$ cat config.mk
export PLATFORM = sky130hd
export DESIGN_NAME = dn_readout_fifo
export DESIGN_NICKNAME = d
export VERILOG_FILES = /design/src/rtl/dn_pkg.sv /design/src/rtl/dn_fifo_mem.sv /design/src/rtl/dn_readout_fifo.sv
export SDC_FILE = /design/constraint.sdc
export NUM_CORES = 1
export LEC_CHECK = 0
export BUFFER_PORTS_ARGS = -buffer_cell sky130_fd_sc_hd__buf_4
export CAP_MARGIN = 10
export CELL_PAD_IN_SITES_DETAIL_PLACEMENT = 0
export CELL_PAD_IN_SITES_GLOBAL_PLACEMENT = 1
export CORE_MARGIN = 8
export CORE_UTILIZATION = 30
export CTS_CLUSTER_DIAMETER = 120
export DETAILED_ROUTE_END_ITERATION = 12
export GPL_TIMING_DRIVEN = 0
export PLACE_DENSITY = 0.63
export SLEW_MARGIN = 20
export SYNTH_ARGS = -nofsm -noshare
export SYNTH_HDL_FRONTEND = slang
export SYNTH_SLANG_ARGS = --single-unit
export TNS_END_PERCENT = 100
$ cat constraint.sdc
create_clock -name clk -period 2.84 [get_ports clk]
set_input_delay 0.142 -clock clk [delete_from_list [all_inputs] [get_ports clk]]
set_output_delay 0.142 -clock clk [all_outputs]
set_load 0.005 [all_outputs]
$ cat src/rtl/dn_pkg.sv
// Shared widths, the readout word layout and a saturating counter helper.
package dn_pkg;

  localparam int unsigned DN_W  = 14;
  localparam int unsigned SEQ_W = 2;
  localparam int unsigned CNT_W = 8;

  typedef struct packed {
    logic [SEQ_W-1:0] seq;
    logic [DN_W-1:0]  data;
  } dn_word_t;

  // Increment that sticks at all-ones.
  function automatic logic [CNT_W-1:0] sat_inc(input logic [CNT_W-1:0] c);
    return (c == '1) ? c : c + CNT_W'(1);
  endfunction

endpackage

$ cat src/rtl/dn_fifo_mem.sv
// Register-array storage for the readout FIFO: synchronous write, combinational read.
module dn_fifo_mem #(
  parameter int unsigned DEPTH = 8,
  parameter int unsigned W     = 16
) (
  input  logic                     clk,
  input  logic                     we,
  input  logic [$clog2(DEPTH)-1:0] waddr,
  input  logic [W-1:0]             wdata,
  input  logic [$clog2(DEPTH)-1:0] raddr,
  output logic [W-1:0]             rdata_c
);

  logic [W-1:0] mem [DEPTH];

  // Write port; contents need no reset since level gates every read.
  always_ff @(posedge clk) begin
    if (we) mem[waddr] <= wdata;
  end

  // Read port; old data is seen when reading and writing one slot together.
  assign rdata_c = mem[raddr];

endmodule

$ cat src/rtl/dn_readout_fifo.sv
// Result FIFO between the algorithm core and the SPI serializer, with
// sequence tagging and saturating overflow/underflow counters.
module dn_readout_fifo
  import dn_pkg::*;
#(
  parameter int unsigned DEPTH = 8,
  parameter int unsigned DN_W  = dn_pkg::DN_W,
  parameter int unsigned SEQ_W = dn_pkg::SEQ_W
) (
  input  logic                       clk,
  input  logic                       rst,
  input  logic                       flush,
  input  logic [DN_W-1:0]            din,
  input  logic                       din_valid,
  input  logic                       rd_req,
  output logic [SEQ_W+DN_W-1:0]      dout,
  output logic                       dout_valid,
  output logic                       empty,
  output logic                       full,
  output logic [$clog2(DEPTH):0]     level,
  output logic [CNT_W-1:0]           ovf_cnt,
  output logic [CNT_W-1:0]           unf_cnt
);

  localparam int unsigned AW = $clog2(DEPTH);
  localparam int unsigned LW = AW + 1;
  localparam int unsigned WW = SEQ_W + DN_W;

  logic [AW-1:0]    wr_ptr, rd_ptr, wr_ptr_nxt, rd_ptr_nxt;
  logic [LW-1:0]    level_nxt;
  logic [SEQ_W-1:0] seq_cnt, seq_nxt;
  logic [CNT_W-1:0] ovf_nxt, unf_nxt;
  logic [WW-1:0]    dout_nxt, rd_word_c;
  logic             dout_valid_nxt;
  logic             rd_ok_c, wr_ok_c, we_c;

  dn_fifo_mem #(
    .DEPTH (DEPTH),
    .W     (WW)
  ) u_mem (
    .clk     (clk),
    .we      (we_c),
    .waddr   (wr_ptr),
    .wdata   ({seq_cnt, din}),
    .raddr   (rd_ptr),
    .rdata_c (rd_word_c)
  );

  // Next-state: a read frees a slot for a same-cycle write; flush beats both.
  always_comb begin
    wr_ptr_nxt     = wr_ptr;
    rd_ptr_nxt     = rd_ptr;
    level_nxt      = level;
    seq_nxt        = seq_cnt;
    ovf_nxt        = ovf_cnt;
    unf_nxt        = unf_cnt;
    dout_nxt       = dout;
    dout_valid_nxt = 1'b0;

    rd_ok_c = rd_req && (level != '0);
    wr_ok_c = din_valid && ((level != LW'(DEPTH)) || rd_ok_c);
    we_c    = wr_ok_c && !flush;

    if (flush) begin
      wr_ptr_nxt = '0;
      rd_ptr_nxt = '0;
      level_nxt  = '0;
    end else begin
      if (wr_ok_c)               wr_ptr_nxt = wr_ptr + AW'(1);
      if (din_valid)             seq_nxt    = seq_cnt + SEQ_W'(1);
      if (din_valid && !wr_ok_c) ovf_nxt    = sat_inc(ovf_cnt);
      if (rd_ok_c) begin
        rd_ptr_nxt     = rd_ptr + AW'(1);
        dout_nxt       = rd_word_c;
        dout_valid_nxt = 1'b1;
      end else if (rd_req) begin
        unf_nxt = sat_inc(unf_cnt);
      end
      level_nxt = level + LW'(wr_ok_c) - LW'(rd_ok_c);
    end
  end

  // State and registered outputs; flags come from next-state level.
  always_ff @(posedge clk) begin
    if (rst) begin
      wr_ptr     <= '0;
      rd_ptr     <= '0;
      level      <= '0;
      seq_cnt    <= '0;
      ovf_cnt    <= '0;
      unf_cnt    <= '0;
      dout       <= '0;
      dout_valid <= 1'b0;
      empty      <= 1'b1;
      full       <= 1'b0;
    end else begin
      wr_ptr     <= wr_ptr_nxt;
      rd_ptr     <= rd_ptr_nxt;
      level      <= level_nxt;
      seq_cnt    <= seq_nxt;
      ovf_cnt    <= ovf_nxt;
      unf_cnt    <= unf_nxt;
      dout       <= dout_nxt;
      dout_valid <= dout_valid_nxt;
      empty      <= (level_nxt == '0);
      full       <= (level_nxt == LW'(DEPTH));
    end
  end

endmodule

==> results_dict.tcl <==
set metrics [dict create \
    outcome "finished, final reports clean" \
    grt_pass1_wl_um 23170 \
    hold_viol 0 \
    drive_gt1_frac 0.2684 \
    yosysUniqueCellTypes 42 \
    cts_tree "done" \
    hpwl_um 9903 \
    synth_edf_count 128 \
    reg2regPathDepth 7 \
    worstSetupStartpointType "flip-flop" \
    routed_wl_um 14890 \
    crit_path_max_fanout 10 \
    core_um2 22370 \
    clock_path_buffers 2 \
    finalPower_uw 5533 \
    holdPathStages 3 \
    cts_sinks 175 \
    path_buf_inv 2 \
    clock_latency_ps 420 \
    fillers 2086 \
    relSlewSlack 0.3815 \
    synth_nets 450 \
    antenna_found_initial 0 \
    slew_viol_final 0 \
    rows 55 \
    grt.busiest_layer "met2" \
    fin_crit_sh 0.9146 \
    portBuffers 57 \
    use_met3 0.03423 \
    die_area_um2 27630 \
    power.ir.vdd_worst_mv 0.4058 \
    io_pins 58 \
    use_met1 0.1405 \
    synth_area_um2 6770 \
    yosysSeqAreaShare 0.7067 \
    grt_max_degree 18 \
    critPathTopFamily "simple AND/OR/NAND/NOR gates" \
    vias 3911 \
    cp.required_ps 3200 \
    synthCells 421 \
    cp.arrival_ps 2960 \
    die_h_um 166.2 \
    cts_root_buffer "clkbuf_16" \
    dr.pass1.iters 4 \
    syn_to_final_growth_pct 24.39 \
    gp_congestion 0.7709 \
    max_freq_mhz 385.0 \
    cp_slowest_stage_delay_ps 770 \
    finalClockSkew_ps 9.905 \
    avgRoutedWirePerCell_um 18.29 \
    synth_warnings 0 \
    layout.nets 545 \
    htreeDepth 4 \
    cap_violations 0 \
    route.detailed.drc 0 \
    period_needed_ps 2598 \
    diodes 0 \
    numCtsBuffers 17 \
    cp_cell_sequence "inv_1 -> ha_1 -> nor3b_4 -> nor4_2 -> clkbuf_1 -> a22oi_1 -> nand2_1" \
    via_per_inst 4.805 \
    setup_viol 0 \
    ant_nets 0 \
    rsz0062_at_grt "no" \
    use_met2 0.1744 \
    worstMarginPinSlew_ps 920.1 \
    post_cts_buffers 0 \
    crit_path_end_kind "flip-flop" \
    cp_slowest_cell "nor4_2" \
    power.density_nw_per_um2 657.0 \
    leakage_uw 0.002886 \
    initial_core_util 0.3027 \
    clkTransAtPathRegs_ps 70 \
    grt_pass1_vias 4092 \
    holdWs_ps 49.39 \
    syn_area_per_cell_um2 16.08 \
    drt_iter0_drc 237 \
    ys.flop_type "edfxtp_1" \
    die_width_um 166.2 \
    crit_cells 7 \
    async_reset_ff_frac 0 \
    grt_usage 0.1092 \
    synth-seq-cells 175 \
    critical_path_class "flip-flop to flip-flop" \
    hold_class "input port to flip-flop" \
    grt-ovfl-total 0 \
]
routing by layer:
layer / up-vias / part of all wire
met4: 0 / 0.0080
met2: 111 / 0.47
met1: 1952 / 0.45
li1: 1835 / -
met5: - / 0
met3: 13 / 0.065
logic make-up (layout without fill, tap and decap cells):
logic type / Yosys count / after routing / synth area share
DFF: 175 / 175 / 0.7067
and+or+nand+nor: 114 / 114 / 0.08464
AOI/OAI and AO/OA: 51 / 51 / 0.05083
muxes: 35 / 35 / 0.1109
buffers and inverters: 27 / 135 / 0.01571
adders and majority gates: 10 / 10 / 0.01959
xor gates and xnor gates: 9 / 9 / 0.01164
path summary, 6_finish.rpt:
| path | start | endpoint | slack [ps] |
|---|---|---|---|
| worst max-delay path | level[2] | dout[10] | 240 |
| worst min-delay path | rd_req | dout_valid | 50 |
| worst max register to register | level[2] | dout[10] | 240 |
| worst min register to register | dout[3] | dout[3] | 440 |
power breakdown:
| group | switching [µW] | internal [µW] |
|---|---|---|
| sequential | 29.2 | 2790 |
| combinational | 189 | 169 |
| clock | 1030 | 1330 |
| total | 1250 | 4290 |
timing repair:
item / in CTS / in global routing
hold buffers: 14 / 0
resized for setup: 0 / 4
hold endpoints to repair: 112 / 0
setup endpoints to repair: 0 / 23
Yosys cell counts, types with 4 or more instances:
cell	number	area share
nor3_1	4	0.0030
a21oi_1	14	0.010
nand3_1	9	0.0067
or3_1	6	0.0055
mux4_2	32	0.11
ha_1	9	0.017
buf_2	4	0.0030
clkbuf_1	12	0.0067
o31ai_1	5	0.0055
dfxtp_1	47	0.14
xor2_1	5	0.0065
or4_1	7	0.0078
nand2b_1	4	0.0037
nor2b_1	4	0.0037
nand2_1	41	0.023
nor2_1	23	0.013
o21ai_0	6	0.0044
a22oi_1	15	0.017
edfxtp_1	128	0.57
inv_1	9	0.0050
xnor2_1	4	0.0052
sequential cells by signal, indices dropped and copies added, names as in the netlist:
register,cells
dout_valid,1
wr_ptr,3
seq_cnt,2
dout,16
empty,1
ovf_cnt,8
rd_ptr,3
level,4
full,1
unf_cnt,8
u_mem.mem,128
metrics by stage:
step | cell area (µm²) | std cells | setup TNS [ps] | utilization | setup slack [ps]
after detailed placement | 7662 | 768 | 0 | 0.3426 | 21.55
after CTS | 8406 | 814 | 0 | 0.3758 | 24.73
after global placement | 7560 | 763 | -55910 | 0.3380 | -938.3
final | 8422 | 814 | 0 | 0.3766 | 242.4
after global routing | 8422 | 814 | 0 | 0.3766 | 6.820
after floorplan | 6775 | 421 | 0 | - | 322.6
worst register-to-register path: stages, from the launching register on:
cell and delay, ps:
dfxtp_1 350, inv_1 80, ha_1 230, nor3b_4 190, nor4_2 770, clkbuf_1 560
a22oi_1 250, nand2_1 110
final cells by class:
cell class	count	area (µm²)	area share
well taps	285	356.6	0.04234
multi-input cells	219	1946	0.2310
repair buffers	76	624.3	0.07413
plain buffers	18	73.82	0.008765
flip-flops and latches	175	4785	0.5681
clock inverters	14	173.9	0.02065
clock buffers	18	429.2	0.05096
inverters	9	33.78	0.004011
cell usage in the layout, fill, tap and decap left out, drive strengths merged, types with 2 or more instances in the layout:
cell type,Yosys,routed
or3b,4,4
dfxtp,47,47
or3,6,6
nor4,2,2
inv,9,15
nand2b,4,4
nand3,9,9
o211ai,3,3
or4,7,7
clkinv,0,6
dlygate4sd3,0,14
o21ai,6,6
o31ai,5,5
ha,9,9
clkbuf,12,31
xnor2,4,4
and4,2,2
buf,6,67
nor2,23,23
mux2i,3,3
bufinv,0,2
o41ai,2,2
nand2,41,41
nor3,4,4
a22oi,15,15
nor2b,4,4
nand4,2,2
and3,2,2
mux4,32,32
and2,2,2
xor2,5,5
edfxtp,128,128
a21oi,14,14
Note: power is estimated with default switching activity, not from simulation.
